--- src/rtl/imem_boot_pkg.sv ---
`default_nettype none
// ============================================================================
// Module      : imem_boot_pkg
// Description : Shared constants and state encodings for the serial
//               instruction-memory boot loader.
// Revision    : 1.0 - initial release
// ============================================================================
package imem_boot_pkg;

  // Frame start marker
  localparam logic [7:0] c_HDR_BYTE = 8'hA5;

  // Frame parser states
  typedef enum logic [2:0] {
    WAIT_HDR = 3'd0,
    CNT_HI   = 3'd1,
    CNT_LO   = 3'd2,
    DATA     = 3'd3,
    CSUM     = 3'd4,
    DONE     = 3'd5
  } frame_state_e;

  // UART receiver states
  typedef enum logic [1:0] {
    IDLE  = 2'd0,
    START = 2'd1,
    BITS  = 2'd2,
    STOP  = 2'd3
  } rx_state_e;

endpackage
`default_nettype wire

--- src/rtl/uart_rx_byte.sv ---
`default_nettype none
// ============================================================================
// Module      : uart_rx_byte
// Description : 8N1 UART byte receiver with input synchronizer, start-bit
//               glitch rejection, mid-bit sampling and stop-bit checking.
// Revision    : 1.0 - initial release
// ============================================================================
module uart_rx_byte
  import imem_boot_pkg::*;
#(
  parameter int CLKS_PER_BIT = 868
) (
  input  logic       clk,
  input  logic       rst,
  input  logic       rx_i,
  output logic       byte_valid_o,
  output logic [7:0] byte_data_o,
  output logic       frame_err_pulse_o
);

  localparam int              CW          = $clog2(CLKS_PER_BIT);
  localparam logic [CW-1:0]   c_BIT_LAST  = CW'(CLKS_PER_BIT - 1);
  localparam logic [CW-1:0]   c_HALF_LAST = CW'(CLKS_PER_BIT / 2 - 1);

  logic            rx_meta_q;
  logic            rx_sync_q;
  logic            rx_prev_q;
  rx_state_e       state_q;
  logic [CW-1:0]   cnt_q;
  logic [2:0]      bit_idx_q;
  logic [7:0]      shift_q;
  logic            byte_valid_q;
  logic            frame_err_q;

  // Two-flop synchronizer plus one delayed copy for falling-edge detection
  always_ff @(posedge clk or posedge rst) begin
    if (rst) begin
      rx_meta_q <= 1'b1;
      rx_sync_q <= 1'b1;
      rx_prev_q <= 1'b1;
    end else begin
      rx_meta_q <= rx_i;
      rx_sync_q <= rx_meta_q;
      rx_prev_q <= rx_sync_q;
    end
  end

  // Bit timer and shift register; emits single-cycle valid / error pulses
  always_ff @(posedge clk or posedge rst) begin
    if (rst) begin
      state_q      <= IDLE;
      cnt_q        <= '0;
      bit_idx_q    <= '0;
      shift_q      <= '0;
      byte_valid_q <= 1'b0;
      frame_err_q  <= 1'b0;
    end else begin
      byte_valid_q <= 1'b0;
      frame_err_q  <= 1'b0;
      case (state_q)
        IDLE: begin
          if (rx_prev_q && !rx_sync_q) begin
            state_q <= START;
            cnt_q   <= '0;
          end
        end
        START: begin
          if (cnt_q == c_HALF_LAST) begin
            cnt_q <= '0;
            // A line that is high again at mid start bit was only a glitch
            if (rx_sync_q) begin
              state_q <= IDLE;
            end else begin
              state_q   <= BITS;
              bit_idx_q <= '0;
            end
          end else begin
            cnt_q <= cnt_q + 1'b1;
          end
        end
        BITS: begin
          if (cnt_q == c_BIT_LAST) begin
            cnt_q     <= '0;
            shift_q   <= {rx_sync_q, shift_q[7:1]};
            bit_idx_q <= bit_idx_q + 1'b1;
            if (bit_idx_q == 3'd7) state_q <= STOP;
          end else begin
            cnt_q <= cnt_q + 1'b1;
          end
        end
        STOP: begin
          if (cnt_q == c_BIT_LAST) begin
            cnt_q   <= '0;
            state_q <= IDLE;
            if (rx_sync_q) byte_valid_q <= 1'b1;
            else           frame_err_q  <= 1'b1;
          end else begin
            cnt_q <= cnt_q + 1'b1;
          end
        end
        default: state_q <= IDLE;
      endcase
    end
  end

  assign byte_valid_o      = byte_valid_q;
  assign byte_data_o       = shift_q;
  assign frame_err_pulse_o = frame_err_q;

endmodule
`default_nettype wire

--- src/rtl/imem_boot_loader.sv ---
`default_nettype none
// ============================================================================
// Module      : imem_boot_loader
// Description : UART boot loader. Parses A5 / count / words / XOR checksum
//               frames, writes words to instruction memory and releases the
//               core reset once a complete image is verified.
// Revision    : 1.0 - initial release
// ============================================================================
module imem_boot_loader
  import imem_boot_pkg::*;
#(
  parameter int CLKS_PER_BIT = 868,
  parameter int ADDR_WIDTH   = 10
) (
  input  logic                  clk,
  input  logic                  rst,
  input  logic                  uart_rx,
  output logic                  core_rst,
  output logic                  imem_we,
  output logic [ADDR_WIDTH-1:0] imem_addr,
  output logic [31:0]           imem_wdata,
  output logic                  load_done,
  output logic                  load_err
);

  // Largest word count the memory can hold, in 17 bits to compare with count
  localparam logic [16:0] c_MAX_WORDS = 17'(2 ** ADDR_WIDTH);

  logic       rx_valid;
  logic [7:0] rx_data;
  logic       rx_ferr;

  uart_rx_byte #(
    .CLKS_PER_BIT(CLKS_PER_BIT)
  ) u_rx (
    .clk              (clk),
    .rst              (rst),
    .rx_i             (uart_rx),
    .byte_valid_o     (rx_valid),
    .byte_data_o      (rx_data),
    .frame_err_pulse_o(rx_ferr)
  );

  frame_state_e          state_q;
  logic [7:0]            cnt_hi_q;
  logic [15:0]           rem_q;
  logic [ADDR_WIDTH-1:0] addr_q;
  logic [23:0]           word_q;
  logic [1:0]            byte_idx_q;
  logic [7:0]            csum_q;
  logic                  core_rst_q;
  logic                  imem_we_q;
  logic [ADDR_WIDTH-1:0] imem_addr_q;
  logic [31:0]           imem_wdata_q;
  logic                  load_done_q;
  logic                  load_err_q;

  logic [15:0] count_w;
  assign count_w = {cnt_hi_q, rx_data};

  // Frame parser with registered memory-write and status outputs
  always_ff @(posedge clk or posedge rst) begin
    if (rst) begin
      state_q      <= WAIT_HDR;
      cnt_hi_q     <= '0;
      rem_q        <= '0;
      addr_q       <= '0;
      word_q       <= '0;
      byte_idx_q   <= '0;
      csum_q       <= '0;
      core_rst_q   <= 1'b1;
      imem_we_q    <= 1'b0;
      imem_addr_q  <= '0;
      imem_wdata_q <= '0;
      load_done_q  <= 1'b0;
      load_err_q   <= 1'b0;
    end else begin
      imem_we_q <= 1'b0;
      if (rx_valid) begin
        case (state_q)
          WAIT_HDR, DONE: begin
            // Header starts a fresh load; the core is held until it verifies
            if (rx_data == c_HDR_BYTE) begin
              state_q     <= CNT_HI;
              load_err_q  <= 1'b0;
              load_done_q <= 1'b0;
              core_rst_q  <= 1'b1;
              addr_q      <= '0;
              csum_q      <= '0;
              byte_idx_q  <= '0;
            end
          end
          CNT_HI: begin
            cnt_hi_q <= rx_data;
            state_q  <= CNT_LO;
          end
          CNT_LO: begin
            if (count_w == 16'd0) begin
              state_q <= CSUM;
            end else if ({1'b0, count_w} > c_MAX_WORDS) begin
              load_err_q <= 1'b1;
              state_q    <= WAIT_HDR;
            end else begin
              rem_q      <= count_w;
              byte_idx_q <= '0;
              state_q    <= DATA;
            end
          end
          DATA: begin
            word_q     <= {word_q[15:0], rx_data};
            csum_q     <= csum_q ^ rx_data;
            byte_idx_q <= byte_idx_q + 1'b1;
            if (byte_idx_q == 2'd3) begin
              imem_we_q    <= 1'b1;
              imem_addr_q  <= addr_q;
              imem_wdata_q <= {word_q, rx_data};
              // Wraps to zero after a full-capacity image; no write follows
              addr_q       <= addr_q + 1'b1;
              rem_q        <= rem_q - 16'd1;
              if (rem_q == 16'd1) state_q <= CSUM;
            end
          end
          CSUM: begin
            if (rx_data == csum_q) begin
              state_q     <= DONE;
              core_rst_q  <= 1'b0;
              load_done_q <= 1'b1;
            end else begin
              load_err_q <= 1'b1;
              state_q    <= WAIT_HDR;
            end
          end
          default: state_q <= WAIT_HDR;
        endcase
      end else if (rx_ferr && (state_q inside {CNT_HI, CNT_LO, DATA, CSUM})) begin
        // A corrupted byte mid-frame invalidates the whole image
        load_err_q <= 1'b1;
        state_q    <= WAIT_HDR;
      end
    end
  end

  assign core_rst   = core_rst_q;
  assign imem_we    = imem_we_q;
  assign imem_addr  = imem_addr_q;
  assign imem_wdata = imem_wdata_q;
  assign load_done  = load_done_q;
  assign load_err   = load_err_q;

endmodule
`default_nettype wire
--- config.mk ---
export PLATFORM = sky130hd
export DESIGN_NAME = imem_boot_loader
export DESIGN_NICKNAME = d
export VERILOG_FILES = /design/src/rtl/imem_boot_pkg.sv /design/src/rtl/uart_rx_byte.sv /design/src/rtl/imem_boot_loader.sv
export SDC_FILE = /design/constraint.sdc
export NUM_CORES = 1
export LEC_CHECK = 0
export ABC_AREA = 1
export CAP_MARGIN = 40
export CORE_UTILIZATION = 51
export CTS_CLUSTER_DIAMETER = 150
export CTS_CLUSTER_SIZE = 20
export DETAILED_ROUTE_END_ITERATION = 16
export PLACE_DENSITY_LB_ADDON = 0.25
export SYNTH_ARGS = -nofsm -noshare
export SYNTH_HDL_FRONTEND = slang
export SYNTH_SLANG_ARGS = --single-unit
--- constraint.sdc ---
create_clock -name clk -period 5.97 [get_ports clk]
set_input_delay 1.194 -clock clk [delete_from_list [all_inputs] [get_ports clk]]
set_output_delay 1.194 -clock clk [all_outputs]
set_load 0.03 [all_outputs]
==> impl_metrics.json, run 1 <==
{
  "p_comb_share_pct": 6.3,
  "crit_required_ns": 4.78,
  "yosys-top-cells-count": "nand2_1 (259), dfrtp_1 (141), inv_1 (92), o21ai_0 (87)",
  "wl_per_cell_um": 13.7,
  "slowest_stage": "clkdlybuf4s50_1",
  "syn_inst": 830,
  "fillerInstances": 1114,
  "max_stage_delay_ns": 0.68,
  "wl_mm": 14.6,
  "p_leak_uw": 0.00375,
  "antenna_found_initial": 0,
  "numCtsBuffers": 17,
  "cp-end-kind": "output pin",
  "period_share_pct": 47.3,
  "yosys_warnings": 0,
  "detail-route-antenna-nets": 0,
  "skew_ns": 0.00736,
  "min-delay-start": "u_rx.rx_meta_q$_DFF_PP1_",
  "synth_top_area_share_pct": 51.9,
  "switchingPower_uw": 526,
  "htreeDepth": 4,
  "drv_cap": 0,
  "place_congestion": 0.875,
  "tns_ns": 0,
  "cts_tree": "yes",
  "pin_count": 49,
  "hold_viol_final": 0,
  "cts_setup_buffers": 0,
  "cts_hold_buf": 0,
  "crit_path_start_kind": "register",
  "finalSetupViolations": 0,
  "die_w_um": 117,
  "worstPathArrival_ns": 1.63,
  "grt_pass1_vias": 5497,
  "initialDrtViolationCount": 465,
  "crit_fanout": 2,
  "core_area_um2": 12800,
  "synth_area_um2": 6800,
  "die_area_um2": 13800,
  "portBuffers": 48,
  "ys_seq_area_share_pct": 53.5,
  "p_per_area_nw_per_um2": 274,
  "outcome": "completed",
  "insertion_delay_ns": 0.42,
  "synth_most_common_cell": "nand2_1",
  "cts_root_buf": "clkbuf_16",
  "clkPwrFrac_pct": 47.2,
  "yosysTopAreaCell": "dfrtp_1",
  "critPathKind": "register to output pin",
  "dpl.hpwl_mm": 10.1,
  "grt_max_degree": 86,
  "power_switching_share_pct": 23.9,
  "startpoint": "core_rst$_DFFE_PP1P_",
  "cts.sinks": 145,
  "syn_avg_cell_area_um2": 8.19,
  "grt_pass1_wl_mm": 25.7,
  "r2r-start": "u_rx.byte_valid_o$_DFF_PP0_",
  "slew_headroom_pct": 54.0,
  "area_growth_pct": 17.8,
  "timing.final.ws_setup_ns": 3.15,
  "ys_async_sr_fraction_pct": 100,
  "drc": 0,
  "final_util_pct": 62.4,
  "rsz0062_at_grt": "no",
  "die_h_um": 117,
  "vias": 5563,
  "drive_gt1_share_pct": 5.96,
  "slew_violations": 0,
  "grt_usage_pct": 23.4,
  "fp-row-count": 41,
  "p_int_uw": 1670,
  "crit_chain": "clkdlybuf4s50_1",
  "timing.fmax_mhz": 355,
  "peakVddDrop_v": 0.000253,
  "synth_fp_nets": 841,
  "pre_cts_ws_ns": 3.39,
  "seq_power_share_pct": 46.4,
  "synth_edf_count": 0,
  "ys_ff_latch": 145,
  "drtPass1Iterations": 5,
  "overflow": 0,
  "crit_buf_inv": 1,
  "critPathTopFamily": "buffers and inverters",
  "hp-class": "register to register",
  "cts.path.max_buffers": 2,
  "tightest_slew_ns": 0.686,
  "ys_top_cells_by_area": "dfrtp_1 (52%), nand2_1 (14%), o21ai_0 (6.4%)",
  "n_antenna_cell": 0,
  "nets": 887,
  "fin_crit_ns": 2.82,
  "ys_types": 38,
  "initial_core_util_pct": 53.0,
  "synth_ff_type": "dfrtp_1",
  "clk_pin_slew_ns": 0.06,
  "viasPerCell": 5.24,
  "post_cts_resize_count": 0
}
-- registers in the layout, indices dropped and copies added, names as in the netlist, 2 cells and up, named ones only --
signal            cells
rem_q                16
u_rx.cnt_q           10
csum_q                8
imem_wdata           32
byte_idx_q            2
cnt_hi_q              8
imem_addr            10
addr_q               10
state_q               3
u_rx.bit_idx_q        3
u_rx.byte_data_o      8
word_q               24
-- final cells by class --
cell class / count / area [µm²] / area share (%)
flip-flops and latches: 145 / 3630 / 45.4
clock buffers: 21 / 450 / 5.63
clock inverters: 11 / 131 / 1.64
repair buffers: 51 / 536 / 6.69
multi-input cells: 563 / 2670 / 33.3
inverters: 98 / 375 / 4.69
well taps: 172 / 215 / 2.69
-- power groups by stage --
stage | sequential [µW] | combinational, µW | clock (µW)
2_1_floorplan | 1030 | 104 | 0
3_3_place_gp | 1040 | 133 | 0
3_5_place_dp | 1040 | 142 | 0
4_1_cts | 1020 | 142 | 1060
5_1_grt | 1020 | 165 | 1100
6_report | 1020 | 139 | 1040
-- path summary, 6_finish.rpt --
| kind | cells past startpoint | slack, ns | to |
|---|---|---|---|
| max | 1 | 3.15 | core_rst |
| max reg2reg | 7 | 3.37 | addr_q[9]$_DFFE_PP0P_ |
| min in group asynchronous | 2 | 1.08 | word_q[16]$_DFFE_PP0P_ |
| min | 0 | 0.36 | u_rx.rx_sync_q$_DFF_PP1_ |
| min reg2reg | 0 | 0.36 | u_rx.rx_sync_q$_DFF_PP1_ |
| max in group asynchronous | 3 | 4.09 | u_rx.rx_sync_q$_DFF_PP1_ |
-- logic make-up after synthesis --
group,share of synthesized area [%]
AND/OR/NAND/NOR,25.2
adder cells (fa/ha/maj),1.47
XOR/XNOR,1.68
flip-flops,53.5
buffers and inverters,7.31
AO/OA/AOI/OAI,10.9
-- per-layer routing --
layer	global-route usage, %	share of wire, %	routed length, µm
met3	6.27	4.1	600
met5	0	0	0
met4	8.77	2.2	321
met2	36.8	47	6910
met1	30.9	46	6740
-- stage by stage --
step / total power, µW / instance area, µm² / instances / hold WS, ns
6_report: 2200 / 8010 / 1061 / 0.361
5_1_grt: 2290 / 8010 / 1061 / 0.365
4_1_cts: 2220 / 8010 / 1061 / 0.362
3_5_place_dp: 1180 / 7430 / 1029 / 0.350
3_3_place_gp: 1170 / 7380 / 1027 / 0.348
2_1_floorplan: 1140 / 6800 / 830 / 0.345
-- layout by cell type, fill, tap and decap left out, types with 5 or more instances in the layout --
master	instances
nand3_1	53
nor2_1	53
xor2_1	9
nand4_1	11
o22ai_1	9
clkdlybuf4s50_1	48
o21ai_0	87
dfrtp_1	141
inv_1	91
nor3_1	5
nand2_1	259
clkbuf_16	17
o21ai_1	35
ha_1	8
Note: power is estimated with default switching activity, not from simulation.
==> run 2, diff against run 1 <==
clock period = 2.8 ns   (was 5.97 ns; I/O delays follow)
==> run 2 against run 1 <==
- worst hold slack got worse by 0.0011 ns
- clock power increased by 110%
- non-clock buffer count increased by 2
- core utilization about the same
- clock-buffer cell count decreased by 2
- global-route usage increased by 0.16 points
- sequential power increased by 110%
- register-to-register slack got worse by 2.8 ns
- combinational power increased by 120%
- die area unchanged
- design area about the same
- sequential share of layout area about the same
- critical endpoint is now imem_wdata[20]$_DFFE_PP0P_
- largest power group unchanged
==> impl_metrics.json, run 2 (synthesis gave the netlist of run 1 again) <==
{
  "portBuffers": 48,
  "drv_cap": 0,
  "antenna_found_initial": 0,
  "area_growth_pct": 17.9,
  "period_share_pct": 80.5,
  "viasPerCell": 5.32,
  "crit_path_start_kind": "register",
  "initialDrtViolationCount": 504,
  "layout_commonest_cell": "nand2_1",
  "initial_core_util_pct": 53.0,
  "p_leak_uw": 0.00375,
  "holdPathEnd": "u_rx.rx_sync_q$_DFF_PP1_",
  "reg2reg_depth": 11,
  "cts.path.max_buffers": 2,
  "die_area_um2": 13800,
  "cts_hold_buf": 0,
  "dpl.hpwl_mm": 10.3,
  "fp-row-count": 41,
  "cts_tree": "yes",
  "insertion_delay_ns": 0.42,
  "cts_setup_buffers": 0,
  "drc": 0,
  "outcome": "completed",
  "worstHoldPathCells": 0,
  "p_per_area_nw_per_um2": 583,
  "largest_register_ffs": 32,
  "slew_violations": 0,
  "peakVddDrop_v": 0.000598,
  "rsz0062_at_grt": "no",
  "power.total_uw": 4670,
  "post_cts_resize_count": 0,
  "detail-route-antenna-nets": 0,
  "tightest_slew_ns": 0.611,
  "nets": 889,
  "finalSetupViolations": 0,
  "hp-class": "register to register",
  "drive_gt1_share_pct": 6.51,
  "critPathKind": "register to register",
  "grt_max_degree": 117,
  "crit_required_ns": 3.14,
  "crit_fanout": 43,
  "min-delay-start": "u_rx.rx_meta_q$_DFF_PP1_",
  "grt_pass1_wl_mm": 26.1,
  "grt_pass1_vias": 5452,
  "r2r_end": "imem_wdata[20]$_DFFE_PP0P_",
  "fin_crit_ns": 2.26,
  "pin_count": 49,
  "r2r-start": "state_q[2]$_DFFE_PP0P_",
  "htreeDepth": 4,
  "n_antenna_cell": 0,
  "die_w_um": 117,
  "worstPathArrival_ns": 2.59,
  "slew_headroom_pct": 59.3,
  "drtPass1Iterations": 5,
  "grt_usage_pct": 23.5,
  "vias": 5653,
  "final_cell_mix": "nand2_1 (259), dfrtp_1 (141), inv_1 (91)",
  "core_area_um2": 12800,
  "wl_per_cell_um": 14.3,
  "overflow": 0,
  "tns_ns": 0,
  "clk_pin_slew_ns": 0.06,
  "cts.sinks": 145,
  "hold_viol_final": 0,
  "wl_mm": 15.2,
  "r2r_slack_ns": 0.54,
  "skew_ns": 0.00835,
  "numCtsBuffers": 17,
  "die_h_um": 117,
  "timing.fmax_mhz": 443,
  "place_congestion": 0.848,
  "cts_root_buf": "clkbuf_16",
  "cp-end-kind": "register"
}
run 2: cell count changes in the layout (fill, tap and decap cells not counted), sizes merged:
cell	previous run	this run
clkbuf	21	19
buf	3	5
clkinv	5	4
inv	99	101
bufinv	2	1
clkinvlp	3	5
run 2: final cells by class:
| type | instances | area (µm²) |
|---|---|---|
| Timing Repair Buffer | 53 | 543 |
| Multi-Input combinational cell | 563 | 2670 |
| Sequential cell | 145 | 3630 |
| Clock buffer | 19 | 453 |
| Fill cell | 1073 | 4810 |
| Clock inverter | 13 | 126 |
| Tap cell | 172 | 215 |
| Inverter | 98 | 374 |
run 2: layer usage:
| layer | up-vias | global-route usage (%) | share of wire (%) |
|---|---|---|---|
| li1 | 2762 | - | - |
| met2 | 174 | 37.9 | 48 |
| met4 | 0 | 8.52 | 2.1 |
| met5 | - | 0 | 0 |
| met3 | 26 | 4.91 | 4.0 |
| met1 | 2691 | 31.4 | 46 |
run 2: worst max path at each step:
stage | start | to | slack (ns) | cells past startpoint
2_1_floorplan | rst | asynchronous set/reset pin | 0.42 | 1
3_3_place_gp | u_rx.byte_valid_o$_DFF_PP0_ | imem_wdata[4]$_DFFE_PP0P_ | 0.71 | 8
3_5_place_dp | state_q[2]$_DFFE_PP0P_ | imem_wdata[24]$_DFFE_PP0P_ | 0.61 | 11
4_1_cts | state_q[2]$_DFFE_PP0P_ | imem_wdata[20]$_DFFE_PP0P_ | 0.56 | 11
5_1_grt | state_q[2]$_DFFE_PP0P_ | imem_wdata[1]$_DFFE_PP0P_ | 0.39 | 11
6_report | state_q[2]$_DFFE_PP0P_ | imem_wdata[20]$_DFFE_PP0P_ | 0.54 | 11
run 2: critical path, stage by stage, from the launching register on:
cell and delay, ns:
dfrtp_1 0.38, inv_1 0.08, nand2_2 0.10, inv_2 0.06, nand2_4 0.22, nor2_8 0.05, inv_4 0.26, nor2_8 0.11
inv_2 0.43, buf_12 0.27, nand2_1 0.08, o21ai_1 0.09
run 2: power breakdown:
part           switching, µW  total [µW]  internal, µW
Combinational            218         302          83.2
Clock                    909        2190          1280
Sequential              39.7        2180          2140
run 2: through the flow:
stage / util (%) / area [µm²] / setup slack (ns) / hold slack [ns] / std cells
3_3_place_gp: 58.0 / 7430 / 0.709 / 0.348 / 1031
3_5_place_dp: 58.0 / 7430 / 0.606 / 0.351 / 1031
2_1_floorplan: - / 6800 / 0.424 / 0.345 / 830
6_report: 62.5 / 8010 / 0.545 / 0.360 / 1063
4_1_cts: 62.5 / 8010 / 0.555 / 0.359 / 1063
5_1_grt: 62.5 / 8010 / 0.385 / 0.362 / 1063
==> run 3, diff against run 2 <==
clock period = 1.8 ns   (was 2.8 ns; I/O delays follow)
==> run 3 against run 2 <==
- core utilization grew 2.9 points
- global-route usage rose by 0.43 points
- flip-flop and latch count unchanged
- die area stayed put
- design area up 4.6%
- clock skew grew 0.00099 ns
- non-clock buffer count up 34
==> impl_metrics.json, run 3 (synthesis gave the netlist of run 1 again) <==
{
  "cts.sinks": 145,
  "grt_util_met1_pct": 31.4,
  "critPathTopFamily": "buffers and inverters",
  "peakVddDrop_v": 0.00124,
  "design_area_um2": 8380,
  "largest_register_ffs": 32,
  "area_growth_pct": 23.3,
  "crit_buf_inv": 1,
  "p_comb_share_pct": 7.8,
  "timing.fmax_mhz": 568,
  "skew_ns": 0.00933,
  "crit_chain": "clkdlybuf4s50_1",
  "wl_per_cell_um": 14.5,
  "core_area_um2": 12800,
  "switchingPower_uw": 1760,
  "p_per_area_nw_per_um2": 893,
  "finalSetupViolations": 0,
  "die_h_um": 117,
  "layout_commonest_cell": "nand2_1",
  "numCtsBuffers": 17,
  "hold_viol_final": 0,
  "die_area_um2": 13800,
  "cts_hold_buf": 0,
  "portBuffers": 48,
  "insertion_delay_ns": 0.42,
  "cts_tree": "yes",
  "final_util_pct": 65.4,
  "viasPerCell": 5.38,
  "slew_violations": 0,
  "fin_crit_ns": 1.76,
  "p_int_uw": 5720,
  "drtPass1Iterations": 5,
  "clkPwrFrac_pct": 46.9,
  "antenna_found_initial": 0,
  "grt_pass1_vias": 5548,
  "grt.busiest_layer": "met2",
  "hp-class": "primary input to asynchronous set/reset pin",
  "crit_required_ns": 1.44,
  "wl_mm": 15.9,
  "cts.path.max_buffers": 2,
  "initial_core_util_pct": 53.0,
  "pin_count": 49,
  "grt_usage_pct": 24.0,
  "seq_power_share_pct": 45.3,
  "p_leak_uw": 0.00425,
  "use_met3_pct": 5.40,
  "slowest_stage": "clkdlybuf4s50_1",
  "initialDrtViolationCount": 454,
  "dpl.hpwl_mm": 10.6,
  "outcome": "completed",
  "n_antenna_cell": 0,
  "grt_max_degree": 65,
  "grt_pass1_wl_mm": 26.3,
  "max_stage_delay_ns": 0.66,
  "crit_path_start_kind": "register",
  "critPathKind": "register to output pin",
  "nets": 923,
  "cp-end-kind": "output pin",
  "period_share_pct": 97.9,
  "die_w_um": 117,
  "place_congestion": 0.845,
  "fin_cells": 1096,
  "power_switching_share_pct": 23.5,
  "power.total_uw": 7480,
  "final_cell_mix": "nand2_1 (257), dfrtp_1 (137), inv_1 (91)",
  "clk_pin_slew_ns": 0.06,
  "vias": 5894,
  "fp-row-count": 41,
  "overflow": 0,
  "grt_util_met2_pct": 38.9,
  "drc": 0,
  "cts_root_buf": "clkbuf_16",
  "htreeDepth": 4,
  "dp_cells": 1055,
  "placed_area_um2": 7660,
  "detail-route-antenna-nets": 0,
  "drive_gt1_share_pct": 10.6,
  "slew_headroom_pct": 66.7,
  "drv_cap": 0,
  "crit_fanout": 1,
  "tightest_slew_ns": 0.497,
  "worstPathArrival_ns": 1.40
}
run 3: cell types whose count changed in the layout (fill, tap and decap cells not counted), moves of 4 or more:
cell	previous run	this run
dlymetal6s2s_1	0	5
nor2_1	53	49
buf_12	2	6
dlygate4sd2_1	0	40
dfrtp_2	0	4
buf_4	3	30
dfrtp_1	141	137
inv_6	5	1
clkdlybuf4s50_1	48	3
run 3: per-stage QoR:
stage	TNS, ns	worst slack (ns)	hold WS [ns]
4_1_cts	0	0.000456	0.316
3_5_place_dp	0	0.0971	0.348
5_1_grt	-0.000811	-0.000811	0.341
3_3_place_gp	0	0.164	0.348
2_1_floorplan	-52.98	-0.376	0.345
6_report	0	0.0384	0.312
run 3: worst paths after layout:
kind	slack [ns]	cells after the start	startpoint	end
setup / recovery	0.04	1	imem_we$_DFF_PP0_	imem_we
hold / removal	0.31	2	rst	imem_we$_DFF_PP0_
setup reg to reg	0.10	5	u_rx.cnt_q[3]$_DFFE_PP0N_	u_rx.byte_data_o[5]$_DFFE_PP0P_
hold reg to reg	0.35	0	u_rx.rx_meta_q$_DFF_PP1_	u_rx.rx_sync_q$_DFF_PP1_
max in group asynchronous	0.90	3	rst	u_rx.rx_prev_q$_DFF_PP1_
min in group clk	0.35	0	u_rx.rx_meta_q$_DFF_PP1_	u_rx.rx_sync_q$_DFF_PP1_
run 3: power by group through the flow:
| stage | clock network [µW] | logic, µW | registers (µW) |
|---|---|---|---|
| floorplan | 0 | 344 | 3430 |
| global placement | 0 | 470 | 3440 |
| detailed placement | 0 | 494 | 3450 |
| CTS | 3560 | 501 | 3390 |
| global route | 3720 | 656 | 3390 |
| finish | 3510 | 585 | 3390 |
run 3: area by class of cell:
class | instances | area, µm²
Inverter | 98 | 377
Sequential cell | 145 | 3640
Clock inverter | 7 | 100
Multi-Input combinational cell | 563 | 2700
Timing Repair Buffer | 87 | 863
Fill cell | 1039 | 4440
Tap cell | 172 | 215
Clock buffer | 24 | 492
run 3: layer usage:
metal | share of wire, % | up-vias
met5 | 0 | -
met4 | 2.1 | 0
met3 | 5.1 | 33
met2 | 49 | 194
met1 | 44 | 2830
li1 | - | 2837
run 3: timing repair:
item / CTS / global route
setup endpoints to repair: 40 / 25
gates cloned: 0 / 3
setup buffers: 0 / 7
resized for setup: 40 / 19
pin swaps: 0 / 5
